--- config.mk ---
export PLATFORM = sky130hd
export DESIGN_NAME = riscv_crypto_aes32_round_seq
export DESIGN_NICKNAME = d
export VERILOG_FILES = /design/src/rtl/riscv_crypto_aes32_round_seq.sv
export SDC_FILE = /design/constraint.sdc
export NUM_CORES = 2
export LEC_CHECK = 0
export ABC_AREA = 1
export CORE_UTILIZATION = 49
export DETAILED_ROUTE_END_ITERATION = 10
export GPL_TIMING_DRIVEN = 0
export PLACE_DENSITY = 0.72
export SYNTH_ARGS = -nofsm -noshare
export SYNTH_HDL_FRONTEND = slang
export SYNTH_SLANG_ARGS = --single-unit
--- constraint.sdc ---
create_clock -name g_clk -period 13.5 [get_ports g_clk]
set_clock_uncertainty 0.1 [all_clocks]
set_input_delay 2.025 -clock g_clk [delete_from_list [all_inputs] [get_ports g_clk]]
set_output_delay 2.025 -clock g_clk [all_outputs]
set_load 0.01 [all_outputs]
--- src/rtl/riscv_crypto_aes32_round_seq.sv ---
// AES round engine: walks a single-cycle saes32 datapath through 16 byte-steps per 128-bit round.
// Define RISCV_CRYPTO_AES32_ROUND_SEQ_DEC_EN to build the inverse datapath and honour req_dec.
module riscv_crypto_aes32_round_seq (
  input  logic         g_clk,
  input  logic         g_resetn,
  input  logic         flush,
  input  logic         req_valid,
  output logic         req_ready,
  input  logic         req_dec,
  input  logic         req_last,
  input  logic [127:0] req_state,
  input  logic [127:0] req_rkey,
  output logic         rsp_valid,
  input  logic         rsp_ready,
  output logic [127:0] rsp_state
);

`ifdef RISCV_CRYPTO_AES32_ROUND_SEQ_DEC_EN
  localparam bit SaesDecEn = 1'b1;
`else
  localparam bit SaesDecEn = 1'b0;
`endif

  typedef enum logic [1:0] {StIdle, StRun, StDone} state_e;

  function automatic logic [7:0] gf_mul(input logic [7:0] a, input logic [7:0] b);
    logic [7:0] p;
    logic [7:0] x;
    p = '0;
    x = a;
    for (int i = 0; i < 8; i++) begin
      if (b[i]) p = p ^ x;
      x = {x[6:0], 1'b0} ^ (x[7] ? 8'h1b : 8'h00);
    end
    return p;
  endfunction

  // a^254 == a^-1 in GF(2^8); maps 0 to 0 as the S-box requires.
  function automatic logic [7:0] gf_inv(input logic [7:0] a);
    logic [7:0] r;
    logic [7:0] p;
    r = 8'h01;
    p = a;
    for (int i = 1; i < 8; i++) begin
      p = gf_mul(p, p);
      r = gf_mul(r, p);
    end
    return r;
  endfunction

  function automatic logic [7:0] sbox_fwd(input logic [7:0] a);
    logic [7:0] i;
    i = gf_inv(a);
    return i ^ {i[6:0], i[7]} ^ {i[5:0], i[7:6]} ^ {i[4:0], i[7:5]} ^ {i[3:0], i[7:4]} ^ 8'h63;
  endfunction

`ifdef RISCV_CRYPTO_AES32_ROUND_SEQ_DEC_EN
  function automatic logic [7:0] sbox_inv(input logic [7:0] a);
    logic [7:0] b;
    b = {a[6:0], a[7]} ^ {a[4:0], a[7:5]} ^ {a[1:0], a[7:2]} ^ 8'h05;
    return gf_inv(b);
  endfunction
`endif

  state_e         st_q, st_d;
  logic [3:0]     step_q, step_d;
  logic [31:0]    acc_q, acc_d;
  logic [127:0]   state_q, state_d;
  logic [127:0]   rkey_q, rkey_d;
  logic [127:0]   out_q, out_d;
  logic           dec_q, dec_d;
  logic           last_q, last_d;
  logic           accept;

  logic [1:0]     col, bs, src;
  logic           fu_valid;
  logic [31:0]    fu_rs1, fu_rs2, fu_rd;
  logic [1:0]     fu_bs;
  logic [3:0]     fu_op;
  logic [7:0]     fu_sel, fu_sub_f;
  logic [31:0]    fu_mix, fu_rot;
`ifdef RISCV_CRYPTO_AES32_ROUND_SEQ_DEC_EN
  logic [7:0]     fu_sub_i;
`else
  logic           unused_fu_op;
  assign unused_fu_op = ^fu_op[3:2];
`endif

  assign req_ready = (st_q == StIdle) || ((st_q == StDone) && rsp_ready);
  assign accept    = req_valid && req_ready;
  assign rsp_valid = (st_q == StDone);
  assign rsp_state = out_q;

  // Forward rounds read along ShiftRows diagonals, inverse rounds along InvShiftRows ones.
  assign col      = step_q[3:2];
  assign bs       = step_q[1:0];
  assign src      = dec_q ? (col - bs) : (col + bs);
  assign fu_valid = (st_q == StRun);
  assign fu_bs    = bs;
  assign fu_rs2   = state_q[{src, 5'b0} +: 32];
  assign fu_rs1   = (bs == 2'd0) ? rkey_q[{col, 5'b0} +: 32] : acc_q;

  always_comb begin
    fu_op = 4'b0001;
    case ({dec_q, last_q})
      2'b00:   fu_op = 4'b0001;  // encsm
      2'b01:   fu_op = 4'b0010;  // encs
      2'b10:   fu_op = 4'b0100;  // decsm
      default: fu_op = 4'b1000;  // decs
    endcase
  end

  always_comb begin
    fu_sel = fu_rs2[7:0];
    unique case (fu_bs)
      2'd0: fu_sel = fu_rs2[7:0];
      2'd1: fu_sel = fu_rs2[15:8];
      2'd2: fu_sel = fu_rs2[23:16];
      2'd3: fu_sel = fu_rs2[31:24];
    endcase
    fu_sub_f = sbox_fwd(fu_sel);
`ifdef RISCV_CRYPTO_AES32_ROUND_SEQ_DEC_EN
    fu_sub_i = sbox_inv(fu_sel);
`endif
    fu_mix = '0;
    unique case (1'b1)
      fu_op[0]: fu_mix = {gf_mul(fu_sub_f, 8'h03), fu_sub_f, fu_sub_f, gf_mul(fu_sub_f, 8'h02)};
      fu_op[1]: fu_mix = {24'h0, fu_sub_f};
`ifdef RISCV_CRYPTO_AES32_ROUND_SEQ_DEC_EN
      fu_op[2]: fu_mix = {gf_mul(fu_sub_i, 8'h0b), gf_mul(fu_sub_i, 8'h0d),
                          gf_mul(fu_sub_i, 8'h09), gf_mul(fu_sub_i, 8'h0e)};
      fu_op[3]: fu_mix = {24'h0, fu_sub_i};
`endif
      default:  fu_mix = '0;
    endcase
    fu_rot = fu_mix;
    unique case (fu_bs)
      2'd0: fu_rot = fu_mix;
      2'd1: fu_rot = {fu_mix[23:0], fu_mix[31:24]};
      2'd2: fu_rot = {fu_mix[15:0], fu_mix[31:16]};
      2'd3: fu_rot = {fu_mix[7:0],  fu_mix[31:8]};
    endcase
    fu_rd = fu_valid ? (fu_rs1 ^ fu_rot) : '0;
  end

  always_comb begin
    st_d    = st_q;
    step_d  = step_q;
    acc_d   = acc_q;
    state_d = state_q;
    rkey_d  = rkey_q;
    out_d   = out_q;
    dec_d   = dec_q;
    last_d  = last_q;
    unique case (st_q)
      StIdle: if (accept) st_d = StRun;
      StRun: begin
        acc_d  = fu_rd;
        if (bs == 2'd3) out_d[{col, 5'b0} +: 32] = fu_rd;
        step_d = step_q + 4'd1;
        if (step_q == 4'd15) st_d = StDone;
      end
      StDone: if (rsp_ready) st_d = accept ? StRun : StIdle;
      default: st_d = StIdle;
    endcase
    if (accept) begin
      state_d = req_state;
      rkey_d  = req_rkey;
      dec_d   = SaesDecEn & req_dec;
      last_d  = req_last;
      step_d  = '0;
    end
    if (flush) begin
      st_d   = StIdle;
      step_d = '0;
    end
  end

  always_ff @(posedge g_clk or negedge g_resetn) begin
    if (!g_resetn) begin
      st_q    <= StIdle;
      step_q  <= '0;
      acc_q   <= '0;
      state_q <= '0;
      rkey_q  <= '0;
      out_q   <= '0;
      dec_q   <= 1'b0;
      last_q  <= 1'b0;
    end else begin
      st_q    <= st_d;
      step_q  <= step_d;
      acc_q   <= acc_d;
      state_q <= state_d;
      rkey_q  <= rkey_d;
      out_q   <= out_d;
      dec_q   <= dec_d;
      last_q  <= last_d;
    end
  end

endmodule

* Word-level counts from Yosys, hierarchy flattened
Index checks and enable logic that the tools add are counted.
** Operators by class
- Add/sub/neg operators :: 3
- Multiplexer cells :: 221
- Equal/unequal tests :: 9
- Reduce and logical (&&, ||, !) cells :: 9
- Bitwise logic cells :: 197
- Shift operators :: 4
** Operators by type and width (count)
- 8-bit 2-to-1 mux :: 106
- 8-bit bitwise XOR :: 96
- 8-bit by 5-bit bitwise XOR with 8-bit output :: 92
- 5-bit 2-to-1 mux :: 93
- 128-bit by 8-bit variable part select with 32-bit output :: 2
- 128-bit bitwise mux :: 1
- 32-bit case mux with 4 select lines :: 1
- 32-bit by 9-bit variable shift with 128-bit output, first input constant :: 1
- 32-bit by 9-bit variable part select with 128-bit output :: 1
- 32-bit 2-to-1 mux :: 2
- 32-bit case mux with 2 select lines :: 1
- 8-bit case mux with 4 select lines :: 1
- 32-bit bitwise XOR :: 1
- 4-bit 2-to-1 mux :: 4
- 2-bit 2-to-1 mux :: 5
- 7-bit negator with 9-bit output :: 1
- 7-bit 2-to-1 mux :: 1
- 1-bit inverter, first input constant :: 7
- 2-bit == test, second input constant :: 3
- 2-bit logical NOT :: 3
- 6-bit 2-to-1 mux :: 1
- 3-bit by 2-bit != test with 1-bit output, second input constant :: 2
- 2-bit case mux with 3 select lines :: 1
- 4-bit by 1-bit adder with 4-bit output, second input constant :: 1
- other kinds (13) :: 16
** Storage, ports and cells
- Word-level logic and storage cells :: 450
- Input bits :: 263
- Flip-flop bits (word level) :: 423

* Depth between registers and ports, before layout
- Depth in word-level cells :: 143
- Gate-level depth with buffers :: 151

* Worst setup path after synthesis
OpenSTA, ideal clock, no wires.
- Path kind :: register to register
- Start point :: register step_q[0]
- End point :: register out_q[39], in the netlist rsp_state[39]
- Data arrival time :: 13950 ps
- Stages on the path, launching flop included :: 116
- Buffers on the path :: 14
- Clock period less this slack :: 14115 ps
- Slack :: -615 ps
- Library setup time :: 65 ps
- Cell sequence :: dfrtp_1 > ha_1 > buf_6 > buf_4 > nand2_1 > a21boi_0 > nand2_2 > nand3_1 > nand2_1 > nor2_2 > nor2_4 > buf_6 > ha_1 > inv_1 > nand3_2 > nand2_2 > nand2_1 > nand3_1 > [80 not listed] > nand2_1 > nand2_1 > nand2_1 > nand2_1 > nand2_1 > xor2_2 > nand2_2 > nand2_4 > xor2_2 > nand2_2 > nand3_2 > o21ai_2 > or2_2 > nand3_1 > nand3_2 > nor2_2 > nand3_1 > nand2_1
** On the way
- Word-level cells in the longest chain between the ends :: 140
- Elaborated cells between the ends (all ways) :: 409
** Ends and longest elaborated chain
- start: declaration :: line 66 : logic [3:0] step_q, step_d;
- start signal: assignment :: line 191 : step_q <= step_d;
- 2-bit adder :: line 97 : assign src = dec_q ? (col - bs) : (col + bs);
- 128-bit by 8-bit variable part select with 32-bit output :: line 100 : assign fu_rs2 = state_q[{src, 5'b0} +: 32];
- 8-bit case mux with 4 select lines :: line 115 : unique case (fu_bs)
- 5-bit 2-to-1 mux, or another cell as far along :: line 33 : x = {x[6:0], 1'b0} ^ (x[7] ? 8'h1b : 8'h00);
- 8-bit by 5-bit bitwise XOR with 8-bit output / 8-bit bitwise XOR (equally long branches) :: line 33, 32
- 8-bit bitwise XOR / 8-bit 2-to-1 mux (equally long branches) :: line 32 : if (b[i]) p = p ^ x;
- 8-bit 2-to-1 mux / 8-bit bitwise XOR (equally long branches) :: line 32
- 8-bit bitwise XOR / 8-bit 2-to-1 mux (equally long branches) :: line 32
- [124 not listed]
- 8-bit by 5-bit bitwise XOR with 8-bit output / 8-bit 2-to-1 mux (equally long branches) :: line 33, 126
- 8-bit bitwise XOR :: line 32
- 32-bit case mux with 2 select lines :: line 126 : unique case (1'b1)
- 32-bit case mux with 4 select lines :: line 137 : unique case (fu_bs)
- 32-bit bitwise XOR :: line 143 : fu_rd = fu_valid ? (fu_rs1 ^ fu_rot) : '0;
- 32-bit 2-to-1 mux :: line 143
- 32-bit by 9-bit variable part select with 128-bit output :: line 159 : if (bs == 2'd3) out_d[{col, 5'b0} +: 32] = fu_rd;
- 128-bit bitwise mux :: line 159
- end signal: assignment :: line 195 : out_q <= out_d;
- end: declaration :: line 70 : logic [127:0] out_q, out_d;
Several ways; a longest one is shown, not always the timed one. The select of a mux whose other input is x is not followed.
A chain may end at the register's enable or synchronous reset.

* Worst setup path in the final report
- Start point :: register step_q[2]
- End point :: register out_q[52], in the netlist rsp_state[52]
** On the way
- Word-level cells in the longest chain between the ends :: 140
- Elaborated cells between the ends (all ways) :: 407
** Ends and longest elaborated chain (line)
- 2-bit adder :: 97
- 128-bit by 8-bit variable part select with 32-bit output :: 100
- 8-bit case mux with 4 select lines :: 115
- 5-bit 2-to-1 mux, or another cell as far along :: 33
- 8-bit by 5-bit bitwise XOR with 8-bit output / 8-bit bitwise XOR (equally long branches) :: 33, 32
- 8-bit bitwise XOR / 8-bit 2-to-1 mux (equally long branches) :: 32
- 8-bit 2-to-1 mux / 8-bit bitwise XOR (equally long branches) :: 32
- 8-bit bitwise XOR / 8-bit 2-to-1 mux (equally long branches) :: 32
- [124 not listed]
- 8-bit by 5-bit bitwise XOR with 8-bit output / 8-bit 2-to-1 mux (equally long branches) :: 33, 126
- 8-bit bitwise XOR :: 32
- 32-bit case mux with 2 select lines :: 126
- 32-bit case mux with 4 select lines :: 137
- 32-bit bitwise XOR :: 143
- 32-bit 2-to-1 mux :: 143
- 32-bit by 9-bit variable part select with 128-bit output :: 159
- 128-bit bitwise mux (*) :: 159
Mark *: on every way between the ends. The rest lies on a longest branch, timed or not. The select of a mux whose other input is x is not followed.

==> impl_metrics.py <==
metrics = {
    "clock_network": {
        "cts_buffers": 41,
        "numClockSinks": 423,
        "tritoncts": "yes",
        "cts_root_buffer": "clkbuf_16",
        "insertion_delay_ps": 580,
        "htreeDepth": 2,
        "max-clock-path-buffers": 3,
        "clkTransAtPathRegs_ps": 60,
    },
    "yosys": {
        "yosys-top-cells-area": "nand2_1 27%, dfrtp_1 25%, nand3_1 11%",
        "synth-adder-area-share_pct": 0.562,
        "synthMuxAreaShare_pct": 0.260,
        "netlist_area_um2": 42300,
        "yosys.area.top_type": "nand2_1",
        "async_flop_share_pct": 100,
        "synth_ff_type": "dfrtp_1",
        "ys_ff_latch": 423,
        "yosysSeqAreaShare_pct": 25.0,
        "synth_top_area_share_pct": 27.3,
        "synthXorXnorAreaFrac_pct": 3.72,
        "synth_top_family_by_area": "simple AND/OR/NAND/NOR gates",
        "synth_cells": 7005,
        "syn-mean-instance-area_um2": 6.04,
        "synth_compound_gate_area_share_pct": 6.08,
        "synth_cell_types": 70,
        "syn-num-nets": 7287,
        "synth-simple-area-share_pct": 53.2,
        "synth_edf_count": 0,
        "yosys_warnings": 0,
    },
    "critical_path": {
        "crit_top_cell": "nand2_2",
        "crit_fanout": 10,
        "cp-start-kind": "register",
        "cp_num_buf_inv": 27,
        "slowest_delay_ps": 440,
        "endpoint_kind": "register",
        "path_delay_family": "simple AND/OR/NAND/NOR gates",
        "path_class": "reg2reg",
        "slowest_stage": "dfrtp_2",
        "cp.required_ps": 13890,
        "cp.arrival_ps": 15090,
    },
    "place": {
        "portBuffers": 391,
        "place_area_um2": 47900,
        "gp_congestion": 0.956,
        "hpwl_um": 118000,
    },
    "finish": {
        "drive_gt1_share_pct": 29.7,
        "seqCellArea_um2": 10600,
        "syn_to_final_growth_pct": 41.3,
        "multi_input_area_um2": 33000,
        "fin_nets": 8190,
        "utilization_pct": 70.1,
        "fin_area_um2": 59800,
        "num-fill-cells": 6923,
    },
    "routing": {
        "viasPerCell": 5.68,
        "drc": 0,
        "drt_pre_antenna_iters": 8,
        "totalWireLength_um": 170000,
        "vias": 51600,
        "avgRoutedWirePerCell_um": 18.8,
        "antenna_left": 0,
        "drt-initial-drc-count": 5225,
    },
    "die": {
        "dieArea_um2": 87500,
        "fp.dieH_um": 296,
        "ios": 393,
        "rows": 107,
        "die_w_um": 296,
        "coreArea_um2": 85300,
        "start_util_pct": 49.6,
    },
    "timing": {
        "finalCritPeriodShare_pct": 109,
        "fmax_ghz": 0.0680,
        "finalHoldViolations": 0,
        "final.min_clock_period_ps": 14700,
        "tightest_slew_ps": 916,
        "drv_slew": 0,
        "layout_setup_ws_ps": -1200,
        "rsz0062_at_grt": "true",
        "setup_viol": 160,
        "maxSlewHeadroom_pct": 38.9,
    },
    "grt": {
        "grt_pass1_vias": 46300,
        "grt_max_degree": 122,
        "grt_usage_pct": 35.7,
        "grt_overflow_total": 0,
        "grt_pass1_wl_um": 249000,
        "antenna_found_initial": 6,
    },
    "hold_path": {
        "hold_class": "reg2reg",
    },
    "status": {
        "status": "finished, violations left",
        "violations": "setup timing",
    },
    "flow_run": {
        "maxCapViolCount": 0,
    },
}
## worst register-to-register path: cells and delay by family (launching register included)
family                     cells  cell delay, ps
buffers and inverters         27            2590
and+or+nand+nor               87            8590
DFF                            1             440
AOI/OAI and AO/OA              2             290
xor gates and xnor gates       6            1010
muxes                          1             310
adders and majority gates      4            1310
## cells in the mapped netlist (15+ instances only)
| cell | count |
|---|---|
| nand2_2 | 261 |
| buf_4 | 37 |
| nand4_1 | 86 |
| nand3_2 | 74 |
| nand2_1 | 3079 |
| xor2_2 | 15 |
| or2_1 | 18 |
| nor2_1 | 333 |
| clkinv_1 | 18 |
| o21ai_1 | 109 |
| inv_2 | 110 |
| nand2_4 | 74 |
| a21oi_1 | 64 |
| nand3_1 | 917 |
| xnor2_1 | 50 |
| nand3b_1 | 51 |
| nor2_2 | 59 |
| xor2_1 | 85 |
| buf_2 | 23 |
| inv_1 | 519 |
| a21boi_0 | 18 |
| dfrtp_1 | 423 |
| clkbuf_1 | 84 |
| buf_6 | 57 |
| o21ai_0 | 206 |
| clkbuf_8 | 35 |
| ha_1 | 19 |
## cell families after synthesis
group / count (synthesis)
compound gates: 461
xor+xnor: 158
fa+ha+maj: 19
buf+inv: 931
flops: 423
mux: 11
simple gates: 5002
## worst paths after layout
kind,end,start,slack [ps],cells past startpoint
hold reg to reg,rsp_state[118],rsp_state[118],380,2
setup reg to reg,rsp_state[52],step_q[2],-1200,127
max in group asynchronous,state_q[5],g_resetn,10160,3
hold / removal,rsp_state[118],rsp_state[118],380,2
min in group asynchronous,rsp_state[66],g_resetn,1360,1
setup / recovery,rsp_state[52],step_q[2],-1200,127
## what timing repair did
action	in CTS	in global routing
pin swaps	296	415
gates cloned	7	7
endpoints found under the hold margin	0	0
gates resized for setup	754	879
setup buffers	263	191
hold buffers	0	0
endpoints found under the setup margin	160	160
## state kept, by name (all words and copies together) (netlist names)
register	flops
acc_q	32
last_q	1
rkey_q	128
rsp_state	128
st_q	2
state_q	128
step_q	4
## layout by cell type (no fill, tap or decap), types with 13 or more instances in the layout
cell             synthesis  routed
nand3_4                  4      93
inv_1                  519     484
inv_2                  110     108
nand3_1                917     652
nand3_2                 74     250
buf_8                   12      52
xor2_2                  15      17
o21ai_1                109      85
clkbuf_8                35      41
nand4_1                 86      86
clkdlybuf4s50_1          0     390
buf_2                   23      17
xor2_1                  85      66
clkbuf_1                84      93
nor2_2                  59      71
buf_4                   37     417
nand2_2                261     563
o21ai_0                206     194
nand2_1               3079    2585
dfrtp_1                423     419
inv_4                   13      28
xnor2_1                 50      30
nor2_4                  11      65
nand2_4                 74     241
or2_1                   18      18
buf_12                   0      33
nor2_1                 333     267
xnor2_2                  6      17
buf_6                   57      67
inv_6                    1      17
o211ai_1                13      13
xor2_4                   1      18
o21ai_2                 10      41
clkbuf_16                0      47
nand2_8                  2      30
nand3b_1                51      51
clkinv_1                18      16
a21oi_1                 64      54
## final cells by class
cell class / instances / share of cell area, %
Buffer: 265 / 4.39
Antenna cell: 4 / 0.0168
Inverter: 665 / 4.62
Clock buffer: 58 / 1.96
Timing Repair Buffer: 858 / 13.4
Tap cell: 1144 / 2.40
Multi-Input combinational cell: 5654 / 55.2
Sequential cell: 423 / 17.7
Clock inverter: 14 / 0.306
## per-layer routing
| metal | share of wire (%) | wire length (um) | vias to the layer above | GRT usage (%) |
|---|---|---|---|---|
| met5 | 0.020 | 34 | - | 0 |
| met4 | 6.5 | 11100 | 4 | 17.9 |
| met3 | 8.0 | 13700 | 773 | 3.98 |
| li1 | - | - | 23900 | - |
| met2 | 47 | 80800 | 2821 | 60.6 |
| met1 | 38 | 64800 | 24100 | 44.7 |
## metrics by stage
stage / setup TNS, ps / cells / worst slack (ps) / hold slack [ps]
2_1_floorplan: 0 / 7005 / 83.6 / 341
3_3_place_gp: -3996750 / 8540 / -8500 / 357
3_5_place_dp: -487570 / 8543 / -3430 / 357
4_1_cts: -30540 / 8884 / -335 / 378
5_1_grt: -286500 / 9085 / -1910 / 395
6_report: -167920 / 9085 / -1200 / 377
Power is not shown: default switching activity piles up to over one toggle a cycle in this logic, so the estimate is an artifact.
